<file path="src/rtl/wb_pkg.sv">
// Shared widths and the pending-writeback entry type for the writeback buffer.
// Types only; carries no state, adds no latency and applies no backpressure.
package wb_pkg;
  localparam int XLEN       = 32;
  localparam int REG_ADDR_W = 5;

  typedef struct packed {
    logic [REG_ADDR_W-1:0] rd;
    logic [XLEN-1:0]       data;
  } wb_entry_t;
endpackage

</file>
<file path="src/rtl/wb_fwd_match.sv">
// Youngest-match search over the valid window [head, head+count) of the buffer.
// Purely combinational (0 cycles); never backpressures.
module wb_fwd_match
  import wb_pkg::*;
#(
  parameter  int DEPTH = 4,
  localparam int PW    = $clog2(DEPTH),
  localparam int CW    = PW + 1
) (
  input  wb_entry_t [DEPTH-1:0]  entries,
  input  logic [PW-1:0]          head,
  input  logic [CW-1:0]          count,
  input  logic [REG_ADDR_W-1:0]  addr,
  output logic                   hit,
  output logic [XLEN-1:0]        data
);

  logic [PW-1:0] idx;

  // Walk oldest to youngest so the last match seen wins.
  always_comb begin
    hit  = 1'b0;
    data = '0;
    idx  = '0;
    for (int i = 0; i < DEPTH; i++) begin
      idx = head + PW'(i);
      if ((CW'(i) < count) && (addr != '0) && (entries[idx].rd == addr)) begin
        hit  = 1'b1;
        data = entries[idx].data;
      end
    end
  end

endmodule

</file>
<file path="src/rtl/wb_buffer.sv">
// Circular writeback buffer draining into the register file, with two forwarding ports.
// Empty-to-rf_write latency 1 cycle; in_ready drops only when full, independent of rf_ready.
module wb_buffer
  import wb_pkg::*;
#(
  parameter  int DEPTH = 4,
  localparam int PW    = $clog2(DEPTH),
  localparam int CW    = PW + 1
) (
  input  logic                  clock,
  input  logic                  reset,
  input  logic                  in_valid,
  output logic                  in_ready,
  input  logic [REG_ADDR_W-1:0] in_rd,
  input  logic [XLEN-1:0]       in_data,
  input  logic                  rf_ready,
  output logic                  rf_write,
  output logic [REG_ADDR_W-1:0] rf_wr_addr,
  output logic [XLEN-1:0]       rf_wr_data,
  input  logic [REG_ADDR_W-1:0] fwd_addr_01,
  input  logic [REG_ADDR_W-1:0] fwd_addr_02,
  output logic                  fwd_hit_01,
  output logic                  fwd_hit_02,
  output logic [XLEN-1:0]       fwd_data_01,
  output logic [XLEN-1:0]       fwd_data_02,
  output logic [CW-1:0]         count
);

  wb_entry_t [DEPTH-1:0] entries;
  logic [PW-1:0]         head;
  logic [PW-1:0]         tail;
  logic                  push;
  logic                  pop;

  assign in_ready   = (count != CW'(DEPTH));
  assign rf_write   = (count != '0);
  assign rf_wr_addr = rf_write ? entries[head].rd   : '0;
  assign rf_wr_data = rf_write ? entries[head].data : '0;

  // Writes to x0 are acknowledged but dropped.
  assign push = in_valid && in_ready && (in_rd != '0);
  assign pop  = rf_write && rf_ready;

  always_ff @(posedge clock or negedge reset) begin
    if (!reset) begin
      head    <= '0;
      tail    <= '0;
      count   <= '0;
      entries <= '0;
    end else begin
      if (push) begin
        entries[tail] <= '{rd: in_rd, data: in_data};
        tail          <= tail + 1'b1;
      end
      if (pop) begin
        head <= head + 1'b1;
      end
      if (push && !pop) begin
        count <= count + 1'b1;
      end else if (pop && !push) begin
        count <= count - 1'b1;
      end
    end
  end

  wb_fwd_match #(.DEPTH(DEPTH)) u_fwd_01 (
    .entries (entries),
    .head    (head),
    .count   (count),
    .addr    (fwd_addr_01),
    .hit     (fwd_hit_01),
    .data    (fwd_data_01)
  );

  wb_fwd_match #(.DEPTH(DEPTH)) u_fwd_02 (
    .entries (entries),
    .head    (head),
    .count   (count),
    .addr    (fwd_addr_02),
    .hit     (fwd_hit_02),
    .data    (fwd_data_02)
  );

endmodule

</file>
<file path="config.mk">
export PLATFORM = sky130hd
export DESIGN_NAME = wb_buffer
export DESIGN_NICKNAME = d
export VERILOG_FILES = /design/src/rtl/wb_pkg.sv /design/src/rtl/wb_fwd_match.sv /design/src/rtl/wb_buffer.sv
export SDC_FILE = /design/constraint.sdc
export NUM_CORES = 1
export LEC_CHECK = 0
export CAP_MARGIN = 20
export CELL_PAD_IN_SITES_DETAIL_PLACEMENT = 1
export CELL_PAD_IN_SITES_GLOBAL_PLACEMENT = 1
export CORE_MARGIN = 4
export CORE_UTILIZATION = 45
export CTS_BUF_LIST = sky130_fd_sc_hd__clkbuf_16
export DETAILED_ROUTE_END_ITERATION = 8
export PLACE_DENSITY_LB_ADDON = 0.1
export SLEW_MARGIN = 20
export SYNTH_ARGS = -nofsm -noshare
export SYNTH_HDL_FRONTEND = slang
export SYNTH_SLANG_ARGS = --single-unit
export TNS_END_PERCENT = 30
</file>
<file path="constraint.sdc">
create_clock -name clock -period 3.3 [get_ports clock]
set_clock_uncertainty 0.05 [all_clocks]
set_input_delay 0.495 -clock clock [delete_from_list [all_inputs] [get_ports clock]]
set_output_delay 0.495 -clock clock [all_outputs]
set_load 0.01 [all_outputs]
</file>
== After elaboration in Yosys (flattened, before gate mapping) ==
Cells that the tools add are included.

* Register bits: 155
* Bits in latches: 0
* Bits in writable memories: 0
* Bits in read-only memories: 0
* Bits of input ports: 51
* Output and inout bits: 108
* Memories kept: 0

* Add/subtract/negate cells: 6
* $mul: 0
* Divide/modulo/power cells: 0
* Magnitude comparators: 10
* Eq/ne operators: 9
* Shifts and indexed selects: 0
* Multiplexer cells: 31
* Bitwise logic cells: 0
* Reductions and logical operators: 29

{| class="wikitable"
|+ Operator list
! operator !! number
|-
| 37-bit binary-select mux with 2-bit select || 4
|-
| 32-bit 2-to-1 mux || 9
|-
| 37-bit 2-to-1 mux || 5
|-
| 148-bit bitwise mux || 1
|-
| 37-bit demux with 2-bit select || 1
|-
| 5-bit equality test || 8
|-
| 1-bit logical AND || 22
|-
| 2-bit by 3-bit less-than comparator with 1-bit output, second input constant || 5
|-
| 5-bit nonzero test || 3
|-
| 1-bit 2-to-1 mux || 8
|-
| 1-bit by 3-bit less-than comparator with 1-bit output, first input constant || 2
|-
| 2-bit by 3-bit less-than comparator with 1-bit output, first input constant || 2
|-
| 3-bit 2-to-1 mux || 2
|-
| 5-bit 2-to-1 mux || 1
|-
| 2-bit by 1-bit adder with 2-bit output, second input constant || 2
|-
| 2-bit adder, second input constant || 2
|-
| 3-bit by 1-bit adder with 3-bit output, second input constant || 1
|-
| 3-bit != test, second input constant || 1
|-
| 3-bit nonzero test || 1
|-
| 3-bit by 1-bit subtractor with 3-bit output, second input constant || 1
|-
| 2-bit by 1-bit greater-or-equal comparator with 1-bit output, second input constant || 1
|-
| 1-bit logical NOT || 2
|-
| 2-bit nonzero test || 1
|}

== Logic depth before layout (Yosys ltp) ==
* Depth in word-level cells: 8
* Depth in mapped cells: 12
* Depth with buffers taken out: 9

== By module ==
A second synthesis with hierarchy kept.

* Cells, all modules: 1457
* Area total of the unflattened synthesis: 15946.5 µm²

{| class="wikitable"
|+ Modules (own cells, without submodules)
! module !! instances !! cells each !! area an instance (µm²) !! sequential area each (µm²)
|-
| wb_fwd_match || 2 || 510 || 4420.5 || 0.0
|-
| wb_buffer || 1 || 437 || 7105.6 || 3878.7
|}

== Worst setup path before layout ==
No wires, ideal clock.

* Path kind: input-to-output
* Start: in fwd_addr_02[1]
* End: out fwd_data_02[13]
* Arrival time: 2.758 ns
* Required time: 2.755 ns
* Path slack: -0.003 ns
* Cell stages on the path: 12
* Path through: buf_2 or4_4 nor2_4 and3b_1 buf_2 and2_1 buf_6 buf_6 buf_6 a221oi_2 o2111ai_1 a31oi_1

* Word-level cells in the longest chain between the ends: 7
* Elaborated cells between the ends (all ways): 17
* Classes of those cells: eq/ne (4); mux (4); reduce/logical (9)

{| class="wikitable"
|+ RTL lines
! what !! line !! source
|-
| start: declaration || wb_buffer.sv:21 || <nowiki>input logic [REG_ADDR_W-1:0] fwd_addr_02,</nowiki>
|-
| 5-bit nonzero test || wb_fwd_match.sv:27 || <nowiki>if ((CW'(i) < count) && (addr != '0) && (entries[idx].rd == addr)) begin</nowiki>
|-
| 1-bit logical AND (2 in series) || wb_fwd_match.sv:27 ||
|-
| 32-bit 2-to-1 mux (3 in series) || wb_fwd_match.sv:27 ||
|-
| 32-bit 2-to-1 mux * || wb_fwd_match.sv:27 ||
|-
| end: declaration || wb_buffer.sv:25 || <nowiki>output logic [XLEN-1:0] fwd_data_02,</nowiki>
|}

Mark *: on every way between the ends. The rest lies on a longest branch, timed or not.

== Final worst setup path ==
* Start: reg head[0]
* End: out fwd_data_01[25]

* Word-level cells in the longest chain between the ends: 8
* Elaborated cells between the ends (all ways): 23
* Classes of those cells: add/sub (3); eq/ne (4); mux (12); reduce/logical (4)

{| class="wikitable"
|+ RTL lines
! what !! line !! source
|-
| start: declaration || wb_buffer.sv:30 || <nowiki>logic [PW-1:0] head;</nowiki>
|-
| start signal: assignment || wb_buffer.sv:56 || <nowiki>head <= head + 1'b1;</nowiki>
|-
| 2-bit by 1-bit adder with 2-bit output or 37-bit binary-select mux with 2-bit select (tied branches) || wb_fwd_match.sv:26, wb_fwd_match.sv:27, wb_fwd_match.sv:29 ||
|-
| 37-bit binary-select mux with 2-bit select or 37-bit 2-to-1 mux (tied branches) || wb_fwd_match.sv:27, wb_fwd_match.sv:29 ||
|-
| 37-bit 2-to-1 mux (not written as such) or 5-bit equality test (tied branches) || wb_fwd_match.sv:27 ||
|-
| 5-bit equality test or 1-bit logical AND (tied branches) || wb_fwd_match.sv:27 ||
|-
| 1-bit logical AND or 32-bit 2-to-1 mux (tied branches) || wb_fwd_match.sv:27 ||
|-
| 32-bit 2-to-1 mux (2 in series) || wb_fwd_match.sv:27 ||
|-
| 32-bit 2-to-1 mux * || wb_fwd_match.sv:27 ||
|-
| end: declaration || wb_buffer.sv:24 || <nowiki>output logic [XLEN-1:0] fwd_data_01,</nowiki>
|}

Mark *: on every way between the ends. The rest lies on a longest branch, timed or not. The select of a mux whose other input is x is not followed.

==> impl_metrics.ini <==
[status]
outcome = finished, violations left
violations = setup timing

[timing]
fin_crit_sh_pct = 135
hold_viol = 0
fin_crit_ns = 4.45
max_freq_ghz = 0.225
setup_viol = 94
worstMarginPinSlew_ns = 0.868
worst_slack_ns = -1.15
slew_viol_final = 0
relSlewSlack_pct = 42.1
rsz0062_at_grt = true
final.setup.tns_ns = -70.53

[pwr]
cellPowerDensity_nw_per_um2 = 1360
leakagePower_nw = 8.64
vdd_drop_max_mv = 1.06

[routing]
first_pass_iters = 6
drt_wl_total_um = 77200
num_vias = 16800
route.detailed.drc = 0
detail_route.vias_per_cell = 7.24
avgRoutedWirePerCell_um = 33.3
drt_iter0_drc = 2146
detail-route-antenna-nets = 0

[clock_tree]
holdBufCountCts = 0
cts_tree = yes
clkLatencyLatePin_ns = 0.47
cts_sinks = 155
cts_root_buf = clkbuf_16
clk_pin_slew_ns = 0.08
htreeDepth = 4
clock_path_buffers = 2
numCtsBuffers = 17

[setup_path]
crit_family = buffers and inverters
critPathRequiredTime_ns = 2.75
worst_path_most_repeated_cell = buf_6
arrival_ns = 3.90
cp-end-kind = output pin
cp-start-kind = register
slowest_stage = mux4_2
path_buf_inv = 5
path_cells = buf_6 -> mux4_2 -> buf_4 -> xnor2_2 -> and4_4 -> nand2_1 -> buf_6 -> buf_12 -> a211oi_1 -> o211ai_1 -> a22oi_1 -> buf_2
timing.setup.critical_path_class = register to output pin
crit_fanout = 11
max_stage_delay_ns = 0.58

[floorplanning]
start_util_pct = 46.0
die_x_um = 186
die_area_um2 = 34400
core_um2 = 30800
num_rows = 64
ios = 159
die_y_um = 186

[synthesis]
syn_inst = 1560
yosys.area_share.simple_pct = 13.1
synth_area_um2 = 14200
synth_xor_area_share_pct = 2.59
ys_warn_count = 0
synthFlopType = dfrtp_1
synth-seq-cells = 155
ys_seq_area_share_pct = 27.4
synth_area_per_cell_um2 = 9.09
synth_compound_area_share_pct = 20.6
async_flop_share_pct = 100
synth.area.mux_share_pct = 29.3
yosysUniqueCellTypes = 59
synth-edff-count = 0
synth_top_family_by_area = multiplexers
synthesis.nets = 1620
synth-adder-area-share_pct = 0.794

[placed_design]
place_congestion = 0.883
dp_hpwl_um = 38000
port_buffers = 158

[job]
drv_cap = 0

[final_layout]
area_growth_pct = 44.0
final_cell_mix = 212 x mux2_2, 207 x buf_4, 153 x dfrtp_1, 135 x nand2_1
fin_util_pct = 66.2
fin_nets = 1966
layout-drive-gt1-share_pct = 43.5
layout_commonest_cell = mux2_2
fill_cells = 3291

[grt]
track_usage_pct = 36.1
grt_max_degree = 90
grt_overflow_total = 0
grt_pass1_vias = 16200
grt_first_pass_wirelength_um = 96800
antenna_found_initial = 2

[worst_hold_path]
min_path_type = primary input to async pin
==> repair_timing <==
item,in CTS,in global routing
buffers inserted,36,51
setup endpoints to repair,102,97
pin swaps,76,55
gates cloned,8,2
resized for setup,373,128
==> sequential cells by signal, indices dropped and copies added, names as in the netlist <==
| signal | count |
|---|---|
| count | 3 |
| entries | 148 |
| tail | 2 |
| head | 2 |
==> per-layer routing <==
| layer | up-vias | share of wire [%] | routed length, um | global-route usage [%] |
|---|---|---|---|---|
| li1 | 6591 | - | - | - |
| met1 | 8277 | 37 | 28300 | 46.2 |
| met2 | 1343 | 45 | 35000 | 59.0 |
| met3 | 561 | 9.8 | 7590 | 6.21 |
| met4 | 4 | 8.1 | 6290 | 17.8 |
| met5 | - | 0.023 | 18 | 0 |
==> final cells by class <==
| cell class | count | area [um^2] | share of cell area (%) |
|---|---|---|---|
| clock inverter | 15 | 186 | 0.913 |
| antenna | 1 | 2.50 | 0.0123 |
| multi-input combinational | 1213 | 10300 | 50.7 |
| inverter | 34 | 133 | 0.649 |
| sequential | 155 | 3890 | 19.0 |
| timing repair buffer | 485 | 4940 | 24.2 |
| clock buffer | 17 | 425 | 2.08 |
| tap | 396 | 495 | 2.43 |
==> through the flow <==
step                      area, um^2  cells  setup slack, ns  hold WS (ns)  total power, W
after floorplan                14200   1560         -0.00267         0.149          0.0137
after global placement         17900   2190           -0.861         0.454          0.0206
after detailed placement       17900   2190           -0.912         0.465          0.0212
after CTS                      19400   2264           -0.817        0.0809          0.0245
after global routing           20400   2315            -1.17         0.107          0.0287
final                          20400   2316            -1.15        0.0577          0.0279
==> path summary, 6_finish.rpt <==
check	startpoint	endpoint	slack, ns	depth (start not counted)
hold reg to reg	entries[74]$_DFFE_PN0P_	entries[74]$_DFFE_PN0P_	0.50	1
setup / recovery	head[0]$_DFFE_PN0P_	fwd_data_01[25]	-1.15	12
min in group clock	entries[74]$_DFFE_PN0P_	entries[74]$_DFFE_PN0P_	0.50	1
setup reg to reg	count[0]$_DFFE_PN0P_	entries[48]$_DFFE_PN0P_	0.37	9
hold / removal	reset	entries[80]$_DFFE_PN0P_	0.06	1
max in group asynchronous	reset	entries[52]$_DFFE_PN0P_	2.21	2
==> worst register-to-register path, cell delays in order, from the launching register on <==
cell,delay [ns]
dfrtp_1,0.36
buf_4,0.17
inv_1,0.09
ha_1,0.23
nand2_1,0.12
nand2_1,0.09
a21oi_2,0.60
nand2_2,0.47
buf_4,0.34
mux2_2,0.33
==> Yosys cell counts (all sizes together) (24+ instances only) <==
| cell type | instances | share of area (%) |
|---|---|---|
| a221oi | 29 | 2.3 |
| clkbuf | 90 | 2.4 |
| o221a | 29 | 2.3 |
| nand2 | 143 | 3.8 |
| dfrtp | 155 | 27 |
| a211oi | 57 | 3.0 |
| o21ai | 45 | 1.6 |
| nor4 | 31 | 1.6 |
| nand3 | 32 | 1.1 |
| xnor2 | 24 | 1.5 |
| a22oi | 28 | 1.5 |
| o211ai | 28 | 1.5 |
| o2111ai | 28 | 1.7 |
| a31oi | 33 | 1.5 |
| inv | 34 | 0.90 |
| nor2 | 131 | 3.5 |
| buf | 69 | 2.9 |
| mux2i | 135 | 9.5 |
| nor2b | 32 | 1.4 |
| o311a | 28 | 2.0 |
| a21oi | 69 | 2.5 |
| mux2 | 219 | 17 |
==> logic make-up after synthesis <==
group | count (synthesis)
multiplexers | 369
flip-flops | 155
adder cells (fa/ha/maj) | 9
buffers and inverters | 193
AO/OA/AOI/OAI | 388
AND/OR/NAND/NOR | 404
XOR/XNOR | 42
==> where the power goes <==
group / leakage (nW) / switching [W] / internal (W)
Combinational: 6.50 / 0.0116 / 0.00969
Clock: 0.293 / 0.00103 / 0.00121
Sequential: 1.84 / 0.00145 / 0.00289
Total: 8.64 / 0.0141 / 0.0138
Note: power is estimated with default switching activity, not from simulation.
